**config.mk**
```make
export PLATFORM = sky130hd
export DESIGN_NAME = fifo_wptr_full_flat
export DESIGN_NICKNAME = d
export VERILOG_FILES = /design/src/rtl/fifo_wptr_full_if.sv /design/src/rtl/fifo_wptr_full.sv /design/src/flat_wrapper.sv
export SDC_FILE = /design/constraint.sdc
export NUM_CORES = 1
export LEC_CHECK = 0
export CAP_MARGIN = 20
export CORE_MARGIN = 5
export CORE_UTILIZATION = 53
export CTS_BUF_LIST = sky130_fd_sc_hd__clkbuf_4 sky130_fd_sc_hd__clkbuf_8 sky130_fd_sc_hd__clkbuf_16
export DETAILED_ROUTE_END_ITERATION = 12
export PLACE_DENSITY = 0.83
export SYNTH_ARGS = -nofsm -noshare
export SYNTH_HDL_FRONTEND = slang
export SYNTH_SLANG_ARGS = --single-unit
export TNS_END_PERCENT = 10
```
**constraint.sdc**
```tcl
create_clock -name clk -period 5.7 [get_ports clk]
set_input_delay 1.14 -clock clk [delete_from_list [all_inputs] [get_ports clk]]
set_output_delay 1.14 -clock clk [all_outputs]
set_load 0.005 [all_outputs]
```
**src/rtl/fifo_wptr_full_if.sv**
```systemverilog
// Write-side port bundle of the dual-clock FIFO: producer request, RAM write port,
// Gray pointer exchange with the read domain, and write-domain status flags.
interface fifo_wptr_full_if #(
  parameter int ADDR_WIDTH = 4
);
  logic                  wr_en;
  logic [ADDR_WIDTH:0]   rptr_gray;
  logic                  wr_accept;
  logic [ADDR_WIDTH-1:0] wr_addr;
  logic [ADDR_WIDTH:0]   wptr_gray;
  logic                  full;
  logic                  almost_full;
  logic [ADDR_WIDTH:0]   level;
  logic                  overflow;

  modport slave (
    input  wr_en, rptr_gray,
    output wr_accept, wr_addr, wptr_gray, full, almost_full, level, overflow
  );

  modport master (
    output wr_en, rptr_gray,
    input  wr_accept, wr_addr, wptr_gray, full, almost_full, level, overflow
  );
endinterface

```
**src/rtl/fifo_wptr_full.sv**
```systemverilog
// Write pointer, Gray export and full/almost-full/level/overflow for the dual-clock FIFO.
// Latency: accepted write visible after the same edge; read pointer moves seen 3 edges later.
// Backpressure: wr_accept = wr_en & ~full; writes while full are dropped and flag overflow.
module fifo_wptr_full #(
  parameter int ADDR_WIDTH = 4,
  parameter int AF_MARGIN  = 2
) (
  input logic             clk,
  input logic             rst_n,
  fifo_wptr_full_if.slave bus
);
  localparam int PW = ADDR_WIDTH + 1;
  localparam logic [PW-1:0] AF_TH     = PW'((1 << ADDR_WIDTH) - AF_MARGIN);
  localparam logic [PW-1:0] FULL_MASK = {2'b11, {(PW-2){1'b0}}};

  logic [PW-1:0] r_rq1;
  logic [PW-1:0] r_rq2;
  logic [PW-1:0] r_wbin;
  logic [PW-1:0] r_wgray;
  logic [PW-1:0] r_level;
  logic          r_full;
  logic          r_af;
  logic          r_ovf;

  logic [PW-1:0] w_rbin;
  logic          w_push;
  logic [PW-1:0] w_wbin_next;
  logic [PW-1:0] w_wgray_next;
  logic [PW-1:0] w_level_next;
  logic          w_full_next;

  // Gray to binary: each binary bit is the running XOR of the Gray bits from the MSB down.
  always_comb begin
    logic acc;
    acc    = 1'b0;
    w_rbin = '0;
    for (int i = PW - 1; i >= 0; i--) begin
      acc       = acc ^ r_rq2[i];
      w_rbin[i] = acc;
    end
  end

  assign w_push       = bus.wr_en & ~r_full;
  assign w_wbin_next  = r_wbin + PW'(w_push);
  assign w_wgray_next = w_wbin_next ^ (w_wbin_next >> 1);
  assign w_full_next  = (w_wgray_next == (r_rq2 ^ FULL_MASK));
  assign w_level_next = w_wbin_next - w_rbin;

  always_ff @(posedge clk or negedge rst_n) begin
    if (!rst_n) begin
      r_rq1   <= '0;
      r_rq2   <= '0;
      r_wbin  <= '0;
      r_wgray <= '0;
      r_level <= '0;
      r_full  <= 1'b0;
      r_af    <= 1'b0;
      r_ovf   <= 1'b0;
    end else begin
      r_rq1   <= bus.rptr_gray;
      r_rq2   <= r_rq1;
      r_wbin  <= w_wbin_next;
      r_wgray <= w_wgray_next;
      r_level <= w_level_next;
      r_full  <= w_full_next;
      r_af    <= (w_level_next >= AF_TH);
      r_ovf   <= r_ovf | (bus.wr_en & r_full);
    end
  end

  assign bus.wr_accept   = w_push;
  assign bus.wr_addr     = r_wbin[ADDR_WIDTH-1:0];
  assign bus.wptr_gray   = r_wgray;
  assign bus.full        = r_full;
  assign bus.almost_full = r_af;
  assign bus.level       = r_level;
  assign bus.overflow    = r_ovf;
endmodule

```
**src/flat_wrapper.sv**
```systemverilog
// flat-port wrapper written by rule: the top's interface ports become plain ports
module fifo_wptr_full_flat 
#(
  parameter int ADDR_WIDTH = 4,
  parameter int AF_MARGIN  = 2
)
  (clk, rst_n, bus_wr_en, bus_rptr_gray, bus_wr_accept, bus_wr_addr, bus_wptr_gray, bus_full, bus_almost_full, bus_level, bus_overflow);
  fifo_wptr_full_if #(.ADDR_WIDTH(ADDR_WIDTH)) bus_i ();
  input logic clk;
  input logic rst_n;
  input wire logic [$bits(bus_i.wr_en)-1:0] bus_wr_en;
  input wire logic [$bits(bus_i.rptr_gray)-1:0] bus_rptr_gray;
  output wire logic [$bits(bus_i.wr_accept)-1:0] bus_wr_accept;
  output wire logic [$bits(bus_i.wr_addr)-1:0] bus_wr_addr;
  output wire logic [$bits(bus_i.wptr_gray)-1:0] bus_wptr_gray;
  output wire logic [$bits(bus_i.full)-1:0] bus_full;
  output wire logic [$bits(bus_i.almost_full)-1:0] bus_almost_full;
  output wire logic [$bits(bus_i.level)-1:0] bus_level;
  output wire logic [$bits(bus_i.overflow)-1:0] bus_overflow;
  assign bus_i.wr_en = bus_wr_en;
  assign bus_i.rptr_gray = bus_rptr_gray;
  assign bus_wr_accept = bus_i.wr_accept;
  assign bus_wr_addr = bus_i.wr_addr;
  assign bus_wptr_gray = bus_i.wptr_gray;
  assign bus_full = bus_i.full;
  assign bus_almost_full = bus_i.almost_full;
  assign bus_level = bus_i.level;
  assign bus_overflow = bus_i.overflow;
  fifo_wptr_full #(.ADDR_WIDTH(ADDR_WIDTH), .AF_MARGIN(AF_MARGIN)) u_core (.clk(clk), .rst_n(rst_n), .bus(bus_i));
endmodule
```
-- Word level (Yosys, flattened, before mapping)
Cells that the tools add are included.
- $add $sub $neg: 2
- eq/ne operators: 1
- bitwise gates (word level): 10
- magnitude comparators: 1
- operators with widths (operator ; count):
    $add A5 B1 Y5 ; 1
    $eq A5 B5 Y1 ; 1
    $ge A5 B4 Y1 const B ; 1
    $sub A5 B5 Y5 ; 1
    $xor A5 B4 Y5 ; 1
    $xor A1 B1 Y1 ; 4
    $and A1 B1 Y1 ; 2
    $not A2 Y2 ; 1
    $not A1 Y1 ; 1
    $or A1 B1 Y1 ; 1
- output and inout port bits: 18
- register bits: 28

-- Longest topological paths before layout
Gate-level depths: netlist (run 1).
- depth after elaboration: 6
- depth in mapped cells: 10
- depth with buffers taken out: 10

-- Worst setup path before layout (run 1)
Ideal clock, no wire load.
- path type: in2reg
- from: in bus_wr_en
- to: reg u_core.r_af (netlist: u_core.bus.almost_full)
- setup slack: 2594 ps
- stages: 9
- library setup time: 116 ps
- required time: 5584 ps
- arrival: 2990 ps
- buffers on the path: 0
- cells stage by stage: nor2b_1 > ha_1 > xnor2_1 > inv_1 > ha_1 > nor2b_1 > o21ai_0 > a21boi_0 > o311ai_0
- cells in the longest elaborated chain, start to end: 4
- ends and longest elaborated chain (element ; line ; source):
    start: declaration ; flat_wrapper.sv:11 ; input wire logic [$bits(bus_i.wr_en)-1:0] bus_wr_en;
    $and A1 B1 Y1 ; fifo_wptr_full.sv:43 ; assign w_push = bus.wr_en & ~r_full;
    $add A5 B1 Y5 ; fifo_wptr_full.sv:44 ; assign w_wbin_next = r_wbin + PW'(w_push);
    net u_core.w_wbin_next[1] ; fifo_wptr_full.sv:27 ; logic [PW-1:0] w_wbin_next;
    $sub A5 B5 Y5 ; fifo_wptr_full.sv:47 ; assign w_level_next = w_wbin_next - w_rbin;
    $ge A5 B4 Y1 ; fifo_wptr_full.sv:66 ; r_af <= (w_level_next >= AF_TH);
    end signal: assignment ; fifo_wptr_full.sv:66 ;
    end: declaration ; fifo_wptr_full.sv:22 ; logic r_af;
The timed path passes the listed nets, and every way through them passes these cells.

-- Final worst setup path (run 1)
- from: in bus_wr_en
- to: out bus_wr_accept
- cells in the longest elaborated chain, start to end: 1
- ends and longest elaborated chain (element ; line ; source):
    $and A1 B1 Y1 ; fifo_wptr_full.sv:43 ;
    end: declaration ; flat_wrapper.sv:13 ; output wire logic [$bits(bus_i.wr_accept)-1:0] bus_wr_accept;
Every way passes these cells.

==> metrics.log, run 1 <==
[metrics] Fmax achieved: 0.285 GHz
[metrics] basic-gate share of the synthesized area counting and, or, nand and nor cells: 8.56%
[metrics] Total Wirelength: 2.04 mm
[metrics] Yosys warning count: 0
[metrics] initial core utilization: 55.4%
[metrics] remaining antenna violation count after routing: 0
[metrics] vias in the first global route: 784
[metrics] xor and xnor fraction of the mapped netlist area: 18.8%
[metrics] most frequently used cell type in the post-synthesis netlist: sky130_fd_sc_hd__dfrtp_1
[metrics] capture point of the critical path: bus_wr_accept
[metrics] Tot Pwr: 0.000919 W
[metrics] detailed-route wire length on metal 1: 838 um
[metrics] global-route wire length before repair: 3.56 mm
[metrics] number of H-tree levels: 1
[metrics] number of buffers created by CTS: 3
[metrics] share of the clock period used by the worst path after layout: 61.5%
[metrics] startpoint of the worst hold path: u_core.r_rq1[4]
[metrics] total via count in the routed design: 727
[metrics] number of I/O port buffers: 25
[metrics] Max-slew headroom: 56.9%
[metrics] RSZ-0062 raised after global routing: false
[metrics] amount of wire on met3 after detailed routing: 122 um
[metrics] fin. max-slew vios: 0
[metrics] area fraction of the dominant cell type after synthesis: 55.7%
[metrics] post-CTS repair timing setup buffer count: 0
[metrics] worst reg2reg startpoint: u_core.r_rq2[4]
[metrics] placer's final routability congestion estimate: 0.813
[metrics] r2r worst-path depth: 10
[metrics] number of inserted diodes: 0
[metrics] pin count of the biggest net entering global routing: 17
[metrics] maximum count of clock buffers along a single path: 2
[metrics] per-cell via count in the routed design: 4.98
[metrics] Hold-fix buffers, CTS: 0
[metrics] NumNets Final: 134
[metrics] Setup Crit Path Kind: in2out
[metrics] post-synthesis instance total: 90
[metrics] adder and majority gate portion of the synthesized area: 7.84%
[metrics] cell at the root of the clock tree: sky130_fd_sc_hd__clkbuf_4
[metrics] top cell type by total area after synthesis: sky130_fd_sc_hd__dfrtp_1
[metrics] post-synthesis mux area share: 0%
[metrics] CTS tree: yes
[metrics] VDD IR-drop max: 375 uV
[metrics] outcome: completed
[metrics] vertical die dimension: 57.9 um
[metrics] overall die area: 3350 um2
[metrics] number of flops mapped to enable cells by yosys: 0
[metrics] Critical Path End Type: output pin
[metrics] sum of negative setup slack: 0 ns
[metrics] antenna violations before repair: 0
[metrics] clock tree sinks: 27
[metrics] slack of the worst reg-to-reg path: 2.99 ns
[metrics] GRT Resource Usage Total: 14.2%
[metrics] number of remaining DRC errors: 0
[metrics] source-to-sink clock delay at the later pin of the worst-skew pair: 0.33 ns
[metrics] clock period minus worst slack: 3.50 ns
[metrics] met2 layer wire length in the routed design: 1.02 mm
[metrics] dpl hpwl: 1.66 mm
[metrics] complex-gate fraction of the synthesized area: 6.19%
[metrics] Highest Signal Layer: met4
[metrics] dominant combinational cell family by area after synthesis: XOR/XNOR gates
[metrics] cell area after synthesis: 1210 um2
[metrics] R2R Path End: u_core.bus.almost_full
[metrics] top cells by instance count after synthesis: 27 x sky130_fd_sc_hd__dfrtp_1, 13 x sky130_fd_sc_hd__xnor2_1, 7 x sky130_fd_sc_hd__inv_1
[metrics] total grt overflow: 0
[metrics] Hold/Removal Path Class: reg2reg
[metrics] flop and latch count out of synthesis: 27
[metrics] pin slew with the least headroom to its limit: 0.644 ns
[metrics] data arrival time of the critical path: 2.36 ns
[metrics] first drt pass iteration count: 3
[metrics] DRC marker count from the first detailed-route iteration: 2
[metrics] total number of placement rows: 17
[metrics] Leak Pwr: 0.675 nW
[metrics] PostCTS Resize Cnt: 0
[metrics] hold violation count in the final report: 0
[metrics] power density normalized to cell area: 599 nW/um2
[metrics] net count after synthesis: 105
[metrics] Boundary Pins: 26
[metrics] startpoint type of the worst setup path: input port
[metrics] setup skew after layout: 0.00725 ns
[metrics] max-capacitance violation count: 0
[metrics] Clk pin slew, worst setup/hold paths: 0.14 ns
[metrics] Finished Core Util: 70.0%
[metrics] fraction of final layout cells sized beyond drive strength 1: 8.47%
[metrics] wire length per cell after detailed routing: 14.0 um
[metrics] largest cells by area after synthesis: sky130_fd_sc_hd__dfrtp_1 56%, sky130_fd_sc_hd__xnor2_1 9.4%, sky130_fd_sc_hd__ha_1 6.2%
[metrics] Final setup viols: 0
[metrics] critical path startpoint: bus_wr_en
[metrics] sequential share of the synthesized area: 55.7%
[metrics] worst endpoint required time: 4.56 ns
[metrics] share of async-settable or async-resettable flops after synthesis: 100%
[metrics] Area Overhead vs Synth: 26.4%
[metrics] Cell variety after synth: 31
[metrics] mean instance size in the synthesized netlist: 13.5 um2
[metrics] largest fanout on the critical path: 3
[metrics] Main synth FF type: sky130_fd_sc_hd__dfrtp_1
[metrics] die width: 57.9 um
[metrics] Floorplan Core Area: 2190 um2
==> cell families (layout without fill, tap and decap cells) <==
kind of cell | count (synthesis) | count (layout)
fa+ha+maj | 7 | 7
simple gates | 16 | 16
flops | 27 | 27
compound gates | 10 | 10
buf+inv | 9 | 37
xor+xnor | 21 | 21
==> worst min-delay path by stage <==
stage	slack (ns)	end	cells after the start
6_report	0.37	u_core.r_rq2[4]	0
2_1_floorplan	0.33	u_core.r_rq2[0]	0
3_5_place_dp	0.34	u_core.r_rq2[4]	0
3_3_place_gp	0.33	u_core.r_rq2[3]	0
5_1_grt	0.39	u_core.r_rq2[3]	0
4_1_cts	0.37	u_core.r_rq2[4]	0
==> state kept, by name, indices dropped and copies added, names as in the netlist <==
signal	count
u_core.bus.level	5
u_core.r_rq2	5
u_core.bus.full	1
u_core.bus.wptr_gray	4
u_core.bus.almost_full	1
u_core.r_rq1	5
u_core.r_wbin	5
u_core.bus.overflow	1
==> power breakdown <==
group          switching [W]  internal, W
logic               0.000225     0.000297
registers          0.0000503     0.000263
clock network      0.0000576    0.0000269
==> critical path: stages <==
cell and delay (ns):
sky130_fd_sc_hd__clkdlybuf4s50_1 0.47, sky130_fd_sc_hd__nor2b_1 0.21, sky130_fd_sc_hd__clkdlybuf4s50_1 0.55
==> final cells by class <==
| type | instances | area [um2] |
|---|---|---|
| inverter | 7 | 26.3 |
| timing repair buffer | 26 | 265 |
| tap | 28 | 35.0 |
| fill | 146 | 657 |
| sequential | 27 | 676 |
| clock inverter | 1 | 7.51 |
| clock buffer | 3 | 22.5 |
| multi-input combinational | 54 | 502 |
==> cell usage in the layout, fill, tap and decap left out <==
cell,n
sky130_fd_sc_hd__a211oi_2,1
sky130_fd_sc_hd__xnor2_2,1
sky130_fd_sc_hd__xor2_1,4
sky130_fd_sc_hd__nand2_1,3
sky130_fd_sc_hd__clkbuf_4,3
sky130_fd_sc_hd__nand2b_1,2
sky130_fd_sc_hd__xor3_1,1
sky130_fd_sc_hd__nor3b_1,1
sky130_fd_sc_hd__nor2b_1,3
sky130_fd_sc_hd__o311ai_0,1
sky130_fd_sc_hd__xor2_2,1
sky130_fd_sc_hd__a21oi_1,1
sky130_fd_sc_hd__nor2_1,1
sky130_fd_sc_hd__a2bb2oi_1,1
sky130_fd_sc_hd__buf_8,1
sky130_fd_sc_hd__nor4_2,1
sky130_fd_sc_hd__fa_1,1
sky130_fd_sc_hd__inv_1,7
sky130_fd_sc_hd__nand4_1,1
sky130_fd_sc_hd__xnor3_1,1
sky130_fd_sc_hd__dfrtp_1,27
sky130_fd_sc_hd__clkinvlp_4,1
sky130_fd_sc_hd__and4b_1,1
sky130_fd_sc_hd__ha_1,6
sky130_fd_sc_hd__and2b_4,1
sky130_fd_sc_hd__xnor2_1,13
sky130_fd_sc_hd__a21boi_0,2
sky130_fd_sc_hd__or3_1,1
sky130_fd_sc_hd__o211ai_1,1
sky130_fd_sc_hd__clkdlybuf4s50_1,25
sky130_fd_sc_hd__a21o_1,1
sky130_fd_sc_hd__nand3_1,1
sky130_fd_sc_hd__o21ai_0,2
==> through the flow <==
stage / std cells / setup WS (ns) / hold WS [ns] / instance area (um2)
6_report: 146 / 2.20 / 0.366 / 1530
5_1_grt: 146 / 2.00 / 0.385 / 1530
4_1_cts: 146 / 2.19 / 0.368 / 1530
3_5_place_dp: 142 / 1.85 / 0.336 / 1500
3_3_place_gp: 141 / 2.05 / 0.331 / 1490
2_1_floorplan: 90 / 2.59 / 0.331 / 1210
==> routing by layer <==
metal,global-route usage [%],vias to the layer above
li1,-,349
met1,17.2,348
met2,24.0,23
met3,3.34,7
met4,5.96,0
met5,0,-
Power figures use the tool's default switching activity.
==> run 2: changes to the inputs <==
--- a/config.mk
+++ b/config.mk
@@ -7,10 +7,10 @@
 export LEC_CHECK = 0
 export CAP_MARGIN = 20
 export CORE_MARGIN = 5
-export CORE_UTILIZATION = 53
+export CORE_UTILIZATION = 49
 export CTS_BUF_LIST = sky130_fd_sc_hd__clkbuf_4 sky130_fd_sc_hd__clkbuf_8 sky130_fd_sc_hd__clkbuf_16
 export DETAILED_ROUTE_END_ITERATION = 12
-export PLACE_DENSITY = 0.83
+export PLACE_DENSITY = 0.77
 export SYNTH_ARGS = -nofsm -noshare
 export SYNTH_HDL_FRONTEND = slang
 export SYNTH_SLANG_ARGS = --single-unit
==> constraint.sdc (replaced) <==
create_clock -name clk -period 3.3 [get_ports clk]
set_input_delay 0.66 -clock clk [delete_from_list [all_inputs] [get_ports clk]]
set_output_delay 0.66 -clock clk [all_outputs]
set_load 0.005 [all_outputs]
==> run 2 against run 1 <==
  * Clock skew down 0.0015 ns
  * Register-to-register slack got worse by 2.3 ns
  * Hold slack about the same
  * Setup slack got worse by 1.7 ns
  * Total power grew 75%
  * Largest power group unchanged
  * Highest routed layer unchanged
==> metrics.log, run 2 (same netlist as run 1, synthesis figures left out) <==
[metrics] cell at the root of the clock tree: sky130_fd_sc_hd__clkbuf_4
[metrics] total number of placement rows: 18 (+1)
[metrics] Clk pin slew, worst setup/hold paths: 0.14 ns (about the same)
[metrics] number of inserted diodes: 0 (unchanged)
[metrics] share of the clock period used by the worst path after layout: 85.4%
[metrics] vertical die dimension: 59.8 um (+3.3%)
[metrics] data arrival time of the critical path: 3.04 ns (+0.68 ns)
[metrics] Floorplan Core Area: 2430 um2 (+11%)
[metrics] Hold/Removal Path Class: reg2reg
[metrics] most used cells in the layout excluding fill and tap cells: 27 x sky130_fd_sc_hd__dfrtp_1, 25 x sky130_fd_sc_hd__clkdlybuf4s50_1, 13 x sky130_fd_sc_hd__xnor2_1
[metrics] placer's final routability congestion estimate: 0.832 (+2.4%)
[metrics] DP Cell Count: 147 (+3.5%)
[metrics] source-to-sink clock delay at the later pin of the worst-skew pair: 0.33 ns (about the same)
[metrics] clock tree sinks: 27 (unchanged)
[metrics] internal power component: 0.00104 W (+77%)
[metrics] die width: 59.8 um (+3.3%)
[metrics] antenna violations before repair: 0 (unchanged)
[metrics] Max-slew headroom: 78.6% (+22 points)
[metrics] final std cells w/o fill: 151 (+3.4%)
[metrics] initial core utilization: 49.9% (-5.5 points)
[metrics] clock period minus worst slack: 2.82 ns
[metrics] Fmax achieved: 0.355 GHz
[metrics] number of buffers created by CTS: 3 (unchanged)
[metrics] portion of total power attributed to the clock network: 8.9% (-0.3 points)
[metrics] first drt pass iteration count: 2 (-1)
[metrics] number of remaining DRC errors: 0 (unchanged)
[metrics] PostCTS Resize Cnt: 0 (unchanged)
[metrics] max-capacitance violation count: 0 (unchanged)
[metrics] Final setup viols: 0 (unchanged)
[metrics] fin area: 1550 um2 (+1.1%)
[metrics] largest fanout on the critical path: 5 (+2)
[metrics] power density normalized to cell area: 1040 nW/um2 (+73%)
[metrics] number of I/O port buffers: 25 (unchanged)
[metrics] Leak Pwr: 0.687 nW (+1.8%)
[metrics] DRC marker count from the first detailed-route iteration: 3 (+1)
[metrics] Hold-fix buffers, CTS: 0 (unchanged)
[metrics] per-cell via count in the routed design: 4.91 (-1.3%)
[metrics] outcome: completed
[metrics] global-route wire length before repair: 3.28 mm (-7.8%)
[metrics] placed cell area: 1520 um2 (+1.2%)
[metrics] hold violation count in the final report: 0 (unchanged)
[metrics] sequential share of power: 33.7% (-0.4 points)
[metrics] RSZ-0062 raised after global routing: false
[metrics] number of H-tree levels: 1 (unchanged)
[metrics] Total Wirelength: 1.93 mm (-5.5%)
[metrics] overall die area: 3570 um2 (+6.7%)
[metrics] Switching Fraction: 35.5% (-0.75 points)
[metrics] vias in the first global route: 798 (+1.8%)
[metrics] pin count of the biggest net entering global routing: 28 (+11)
[metrics] CTS tree: yes
[metrics] most common cell after layout, fill and taps aside: sky130_fd_sc_hd__dfrtp_1
[metrics] pin slew with the least headroom to its limit: 0.322 ns (-0.322 ns)
[metrics] post-CTS repair timing setup buffer count: 0 (unchanged)
[metrics] fin. max-slew vios: 0 (unchanged)
[metrics] Boundary Pins: 26 (unchanged)
[metrics] worst hold margin: 0.366 ns (-0.000248 ns)
[metrics] Area Overhead vs Synth: 27.8%
[metrics] Critical Path End Type: flip-flop
[metrics] worst endpoint required time: 3.52 ns (-1.04 ns)
[metrics] power share of the combinational group: 57.4% (+0.7 points)
[metrics] sum of negative setup slack: 0 ns (unchanged)
[metrics] setup skew after layout: 0.00575 ns (-0.00151 ns)
[metrics] remaining antenna violation count after routing: 0 (unchanged)
[metrics] total via count in the routed design: 742 (+2.1%)
[metrics] maximum count of clock buffers along a single path: 2 (unchanged)
[metrics] Tot Pwr: 0.00161 W (+75%)
[metrics] wire length per cell after detailed routing: 12.8 um (-8.6%)
[metrics] P_sw: 0.000571 W (+71%)
[metrics] total grt overflow: 0 (unchanged)
[metrics] VDD IR-drop max: 645 uV (+72%)
[metrics] GRT Resource Usage Total: 12.5% (-1.6 points)
[metrics] NumNets Final: 137 (+2.2%)
[metrics] dpl hpwl: 1.51 mm (-9.2%)
[metrics] Setup Crit Path Kind: in2reg
[metrics] fraction of final layout cells sized beyond drive strength 1: 10.7% (+2.3 points)
[metrics] startpoint type of the worst setup path: input port
-- run 2: layout make-up --
cell class / instances / area (um2)
Inverter: 7 / 26.3
Fill cell: 203 / 881
Tap cell: 30 / 37.5
Sequential cell: 27 / 676
Timing Repair Buffer: 29 / 280
Multi-Input combinational cell: 54 / 502
Clock inverter: 1 / 7.51
Clock buffer: 3 / 22.5
-- run 2: metal layers --
| layer | share of wire (%) | up-vias | routed length (um) | GRT usage [%] |
|---|---|---|---|---|
| met5 | 0 | - | 0 | 0 |
| met3 | 5.0 | 5 | 96 | 2.16 |
| met2 | 53 | 20 | 1010 | 22.5 |
| met1 | 40 | 360 | 768 | 13.8 |
| met4 | 2.5 | 0 | 48 | 6.65 |
| li1 | - | 357 | - | - |
-- run 2: path summary, 6_finish.rpt --
path                                  from                      to  slack (ns)  cells past startpoint
max                              bus_wr_en  u_core.bus.almost_full        0.48                     10
min                        u_core.r_rq1[1]         u_core.r_rq2[1]        0.37                      0
max reg2reg                u_core.r_rq2[4]  u_core.bus.almost_full        0.67                     10
min reg2reg                u_core.r_rq1[1]         u_core.r_rq2[1]        0.37                      0
max in group asynchronous            rst_n  u_core.bus.almost_full        2.37                      2
min in group asynchronous            rst_n     u_core.bus.level[2]        0.68                      2
-- run 2: power by group through the flow --
stage,Clock (W),Combinational (W),Sequential [W]
global placement,0,0.000914,0.000543
finish,0.000143,0.000924,0.000542
detailed placement,0,0.000940,0.000548
global route,0.000164,0.00103,0.000558
CTS,0.000152,0.000945,0.000542
floorplan,0,0.000582,0.000532
-- run 2: through the flow --
step / worst slack [ns] / utilization (%)
floorplan: 0.674 / -
global placement: 0.258 / 62.6
detailed placement: 0.130 / 62.6
CTS: 0.478 / 63.8
global route: 0.253 / 63.8
finish: 0.483 / 63.8
-- run 2: critical path, stage by stage --
cell	delay [ns]
sky130_fd_sc_hd__clkdlybuf4s50_1	0.47
sky130_fd_sc_hd__nor2b_1	0.22
sky130_fd_sc_hd__ha_1	0.22
sky130_fd_sc_hd__buf_4	0.15
sky130_fd_sc_hd__nand3_1	0.11
sky130_fd_sc_hd__xnor2_1	0.31
sky130_fd_sc_hd__ha_1	0.31
sky130_fd_sc_hd__a21boi_0	0.14
sky130_fd_sc_hd__or3_1	0.33
sky130_fd_sc_hd__o311ai_0	0.11
==> run 3: changes to the inputs <==
--- a/config.mk
+++ b/config.mk
@@ -11,6 +11,7 @@
 export CTS_BUF_LIST = sky130_fd_sc_hd__clkbuf_4 sky130_fd_sc_hd__clkbuf_8 sky130_fd_sc_hd__clkbuf_16
 export DETAILED_ROUTE_END_ITERATION = 12
 export PLACE_DENSITY = 0.77
+export SKIP_CTS_REPAIR_TIMING = 1
 export SYNTH_ARGS = -nofsm -noshare
 export SYNTH_HDL_FRONTEND = slang
 export SYNTH_SLANG_ARGS = --single-unit
==> results of run 3 <==
Same layout as run 2: the final DEF is identical, and so are final timing and power.
